===== config.mk =====
export PLATFORM = sky130hd
export DESIGN_NAME = btn_press_classifier
export DESIGN_NICKNAME = d
export VERILOG_FILES = /design/src/rtl/btn_press_classifier_pkg.sv /design/src/rtl/btn_press_classifier.sv
export SDC_FILE = /design/constraint.sdc
export NUM_CORES = 1
export LEC_CHECK = 0
export ABC_AREA = 1
export BUFFER_PORTS_ARGS = -buffer_cell sky130_fd_sc_hd__buf_2
export CAP_MARGIN = 10
export CELL_PAD_IN_SITES_DETAIL_PLACEMENT = 0
export CELL_PAD_IN_SITES_GLOBAL_PLACEMENT = 1
export CORE_AREA = 2 2 73 75
export CTS_CLUSTER_DIAMETER = 60
export DETAILED_ROUTE_END_ITERATION = 7
export DIE_AREA = 0 0 75 77
export HOLD_SLACK_MARGIN = 0.02
export PLACE_DENSITY = 0.73
export SYNTH_ARGS = -nofsm -noshare
export SYNTH_HDL_FRONTEND = slang
export SYNTH_SLANG_ARGS = --single-unit

===== constraint.sdc =====
create_clock -name clk -period 1.7 [get_ports clk]
set_input_delay 0.255 -clock clk [delete_from_list [all_inputs] [get_ports clk]]
set_output_delay 0.255 -clock clk [all_outputs]
set_load 0.01 [all_outputs]

===== src/rtl/btn_press_classifier_pkg.sv =====
// btn_press_classifier_pkg: state encodings and timing defaults shared by the button classifier.
package btn_press_classifier_pkg;

    localparam logic [1:0] ST_WAIT_LOW = 2'd0;
    localparam logic [1:0] ST_IDLE     = 2'd1;
    localparam logic [1:0] ST_HELD     = 2'd2;
    localparam logic [1:0] ST_LONG     = 2'd3;

    localparam int LONG_CYCLES_DEF   = 50_000_000;
    localparam int REPEAT_CYCLES_DEF = 10_000_000;
    localparam int CNT_W_DEF         = 27;

    function automatic logic is_pressed(input logic [1:0] st);
        return (st == ST_HELD) || (st == ST_LONG);
    endfunction

endpackage


===== src/rtl/btn_press_classifier.sv =====
// btn_press_classifier: turns a debounced button level into press/short/long/auto-repeat pulses.
// The auto-repeat output is named rpt because repeat is a reserved word.
module btn_press_classifier
    import btn_press_classifier_pkg::*;
#(
    parameter int LONG_CYCLES   = LONG_CYCLES_DEF,
    parameter int REPEAT_CYCLES = REPEAT_CYCLES_DEF,
    parameter int CNT_W         = CNT_W_DEF
) (
    input  logic clk,
    input  logic rst,
    input  logic btn_in,
    output logic press,
    output logic short_press,
    output logic long_press,
    output logic rpt,
    output logic held
);

    localparam logic [CNT_W-1:0] LONG_LAST = CNT_W'(LONG_CYCLES - 1);
    localparam logic [CNT_W-1:0] REP_LAST  = CNT_W'(REPEAT_CYCLES - 1);

    logic [1:0]       state, state_n;
    logic [CNT_W-1:0] cnt, cnt_n;
    logic             press_n, short_n, long_n, rpt_n;

    // Release is tested before the terminal count so a coinciding release wins.
    always_comb begin
        state_n = state;
        cnt_n   = cnt;
        press_n = 1'b0;
        short_n = 1'b0;
        long_n  = 1'b0;
        rpt_n   = 1'b0;
        case (state)
            ST_WAIT_LOW: state_n = btn_in ? ST_WAIT_LOW : ST_IDLE;
            ST_IDLE: begin
                if (btn_in) begin
                    state_n = ST_HELD;
                    cnt_n   = '0;
                    press_n = 1'b1;
                end
            end
            ST_HELD: begin
                if (!btn_in) begin
                    state_n = ST_IDLE;
                    cnt_n   = '0;
                    short_n = 1'b1;
                end else if (cnt == LONG_LAST) begin
                    state_n = ST_LONG;
                    cnt_n   = '0;
                    long_n  = 1'b1;
                end else begin
                    cnt_n = cnt + 1'b1;
                end
            end
            default: begin
                if (!btn_in) begin
                    state_n = ST_IDLE;
                    cnt_n   = '0;
                end else if (cnt == REP_LAST) begin
                    cnt_n = '0;
                    rpt_n = 1'b1;
                end else begin
                    cnt_n = cnt + 1'b1;
                end
            end
        endcase
    end

    always_ff @(posedge clk) begin
        if (rst) begin
            state       <= ST_WAIT_LOW;
            cnt         <= '0;
            press       <= 1'b0;
            short_press <= 1'b0;
            long_press  <= 1'b0;
            rpt         <= 1'b0;
            held        <= 1'b0;
        end else begin
            state       <= state_n;
            cnt         <= cnt_n;
            press       <= press_n;
            short_press <= short_n;
            long_press  <= long_n;
            rpt         <= rpt_n;
            held        <= is_pressed(state_n);
        end
    end

endmodule


# Word level (Yosys, flattened, before mapping)
# Cells that the tools add are included.
[totals] in_bits=3 reg_bits=34 elab_cells=42
[classes] n_mux=16 bitwise_logic=4 n_addsub=1 eq_ne=7 reduce_logical=7
[ops] operator="2-to-1 mux 27 bit" n=5
[ops] operator="one-hot mux 27 bit (3 select lines)" n=1
[ops] operator="adder 27 x 1 -> 27 bit, second input constant" n=1
[ops] operator="== test 27 x 24 -> 1 bit, second input constant" n=1
[ops] operator="== test 27 x 26 -> 1 bit, second input constant" n=1
[ops] operator="2-to-1 mux 2 bit" n=4
[ops] operator="== test 2 bit, second input constant" n=3
[ops] operator="one-hot mux 2 bit (3 select lines)" n=1
[ops] operator="2-to-1 mux 1 bit" n=5
[ops] operator="OR reduction 5 bit" n=1
[ops] operator="inverter 1 bit" n=4
[ops] operator="OR reduction 2 bit" n=2
[ops] operator="OR reduction 3 bit" n=1
[ops] operator="== test 2 x 1 -> 1 bit, second input constant" n=1
[ops] operator="logical NOT 2 bit" n=1
[ops] operator="inequality test 2 bit, second input constant" n=1
[ops] operator="AND reduction 2 bit" n=1
[ops] operator="logical OR 1 bit" n=1

# Depth between registers and ports, before layout
[depth] word_depth=6 depth_mapped=13 ltp_nobuf=12

# Worst setup path after synthesis
# Ideal clock, no wire load.
[synth_timing] kind="register to register" from="register held (netlist name)" to="register cnt[24]" period_less_slack_ps=1712 required_time_ps=1636 path_slack_ps=-12 stages_incl_launch_ff=12 path_buffers=0 arrival_ps=1648 cell_sequence="dfxtp_1 -> inv_1 -> ha_1 -> a21oi_4 -> nand3_2 -> nor2_4 -> nand2_2 -> nor2_4 -> nand3_1 -> nand2_1 -> nand2_1 -> nor2_1"
[synth_lines] item="end signal, assigned" line="btn_press_classifier.sv:82" rtl="cnt <= cnt_n;"
[synth_lines] item="end, declared" line="btn_press_classifier.sv:24" rtl="logic [CNT_W-1:0] cnt, cnt_n;"

# Worst setup path in the final report
[layout_timing] from="register state[0]" to="register cnt[15]"
[layout_via] elab_chain_cells=3
[layout_lines] item="start, declared" line="btn_press_classifier.sv:23" rtl="logic [1:0] state, state_n;"
[layout_lines] item="start signal, assigned" line="btn_press_classifier.sv:81" rtl="state <= state_n;"
[layout_lines] item="== test 2 x 1 -> 1 bit or logical NOT 2 bit (tied branches)" line="btn_press_classifier.sv:35" rtl="case (state)"
[layout_lines] item="inequality test 2 bit (no source line) or inverter 1 bit (tied branches)"
[layout_lines] item="AND reduction 2 bit (no source line)"
# Parallel ways exist; a longest one is shown, timed or not.
# A chain may end at the register's enable or synchronous reset.

==> results.sh <==
export IMPL_status="completed"
export IMPL_wl_per_cell_um=12.52
export IMPL_nNetsFinal=348
export IMPL_critPathMaxFanout=4
export IMPL_ys_ff_latch=33
export IMPL_root_buffer="clkbuf_8"
export IMPL_final_common_cell="nand2_1"
export IMPL_io_pins=8
export IMPL_drcViolationCount=0
export IMPL_power_density_nw_per_um2=669.8
export IMPL_syn_area_um2=1898
export IMPL_tightest_slew_ns=0.6033
export IMPL_setup_violations=0
export IMPL_fp_dieW_um=75
export IMPL_yosys_top_cells_area="dfxtp_1 (35%), nor2_1 (14%), nand2_1 (13%)"
export IMPL_start_util_pct=38.13
export IMPL_place_gp_congestion=0.8682
export IMPL_fin_area_um2=2720
export IMPL_vias_per_cell=4.667
export IMPL_syn_nets=293
export IMPL_fmax_mhz=598.6
export IMPL_drt_pass1_iter_count=4
export IMPL_core_um2=4977
export IMPL_start_kind="register"
export IMPL_period_minus_slack_ns=1.670
export IMPL_drv_slew=0
export IMPL_endpoint_kind="register"
export IMPL_route_antenna_remaining_nets=0
export IMPL_clock_sinks=33
export IMPL_fin_skew_ns=0.01090
export IMPL_hold_viol_final=0
export IMPL_synth_largest_area_cell="dfxtp_1"
export IMPL_die_y_um=77
export IMPL_crit_type="register to register"
export IMPL_grt_pass1_wl_um=8673
export IMPL_h_tree_depth=2
export IMPL_vdd_drop_max_mv=0.3512
export IMPL_critPathRequiredTime_ns=1.87
export IMPL_gr_total_overflow=0
export IMPL_layout_drive_gt1_share_pct=33.72
export IMPL_area_growth_pct=43.31
export IMPL_slew_headroom_pct=59.73
export IMPL_placementRows=26
export IMPL_drtIter0Drc=105
export IMPL_leakagePower_uw=0.0009750
export IMPL_synth_seq_area_share_pct=34.81
export IMPL_synth_cells=285
export IMPL_finalPower_uw=1822
export IMPL_clkTransAtPathRegs_ns=0.07
export IMPL_die_area_um2=5775
export IMPL_synth_top_area_share_pct=34.81
export IMPL_cap_violations=0
export IMPL_final_cell_mix="nand2_1 (64), nor2_1 (50), buf_4 (41)"
export IMPL_yosysUniqueCellTypes=26
export IMPL_grt_max_degree=13
export IMPL_clock_path_buffers=2
export IMPL_cts_tree="yes"
export IMPL_vias=1918
export IMPL_io_buffers=7
export IMPL_dpl_hpwl_um=3659
export IMPL_final_setup_worst_slack_ns=0.02956
export IMPL_cp_arrival_ns=1.84
export IMPL_grt_pass1_vias=1876
export IMPL_yosys_warnings=0
export IMPL_antenna_cells=0
export IMPL_min_path_type="primary input to register"
export IMPL_placed_area_um2=2257
export IMPL_period_share_pct=98.26
export IMPL_totalWireLength_um=5146
export IMPL_antenna_found_initial=0
export IMPL_avgSynthCellArea_um2=6.660
export IMPL_clock_latency_ns=0.29
export IMPL_grt_usage_pct=19.76
export IMPL_pre_cts_ws_ns=-0.08102
export IMPL_numCtsBuffers=5
export IMPL_rsz0062_at_grt="yes"
[layout make-up]
class | count | area [µm²]
Sequential cell | 33 | 669.4
Multi-Input combinational cell | 220 | 1359
Clock inverter | 3 | 65.06
Clock buffer | 5 | 68.82
Inverter | 31 | 116.4
Tap cell | 70 | 87.58
Fill cell | 473 | 2257
Timing Repair Buffer | 49 | 354.1
[through the flow]
step | util [%] | hold slack, ns | instances | TNS (ns)
floorplan | - | 0.3241 | 285 | 0
global placement | 45.35 | 0.4829 | 394 | -2.308
detailed placement | 45.35 | 0.4881 | 394 | -1.600
CTS | 50.88 | 0.1781 | 408 | 0
global route | 54.65 | 0.1958 | 411 | -1.146
finish | 54.65 | 0.1919 | 411 | 0
[worst paths after layout]
path | from | endpoint | slack (ns) | cells past startpoint
setup / recovery | state[0] | cnt[15] | 0.03 | 9
hold / removal | btn_in | short_press | 0.19 | 2
setup reg to reg | state[0] | cnt[15] | 0.03 | 9
hold reg to reg | cnt[23] | cnt[23] | 0.57 | 2
[cells by family (layout without fill, tap and decap cells)]
group	count (synthesis)	after routing	synth area share [%]
and+or+nand+nor	179	181	41.60
xor gates and xnor gates	15	15	6.921
adders and majority gates	5	5	3.296
buffers and inverters	34	88	7.580
DFF	33	33	34.81
AOI/OAI and AO/OA	19	19	5.801
[state kept, by name (all words and copies together), names as in the netlist]
signal       count
state            1
short_press      1
long_press       1
rpt              1
held             1
cnt             27
press            1
[synthesized netlist by cell type]
library cell,number
a21oi_1,6
a21oi_4,1
buf_2,1
buf_6,2
dfxtp_1,33
ha_1,5
inv_1,30
inv_2,1
nand2_1,66
nand2_2,5
nand2_4,1
nand3_1,16
nand3_2,1
nand3b_1,1
nand4_1,5
nor2_1,69
nor2_2,1
nor2_4,4
nor3_1,5
nor3b_1,1
nor4_1,3
nor4b_1,1
o21ai_0,11
o32ai_1,1
xnor2_1,4
xor2_1,11
[critical path, stage by stage, from the launching register on]
cell and delay (ns):
dfxtp_4 0.37, inv_2 0.04, ha_2 0.20, a21oi_4 0.20, nand3_1 0.16, buf_4 0.17
inv_1 0.06, nand3_1 0.09, xor2_1 0.20, nor2_2 0.07
[timing repair]
action,in CTS,in global routing
gates cloned,2,0
buffers inserted,4,3
pin swaps,15,13
gates resized for setup,21,41
hold buffers,0,0
endpoints found under the setup margin,24,30
[where the power goes]
group / switching [µW] / leakage, µW / internal, µW / total, µW
combinational: 92.5 / 0.000638 / 57.9 / 150
clock: 309 / 0.0000681 / 583 / 892
sequential: 3.55 / 0.000269 / 776 / 780
total: 405 / 0.000975 / 1420 / 1820
[metal layers]
layer	up-vias	routed length, µm	track usage (%)
met5	-	0	0
met4	0	96	7.321
met3	10	207	4.993
met2	40	2324	29.04
met1	863	2518	27.53
li1	1005	-	-
(Power assumes the default switching activity.)
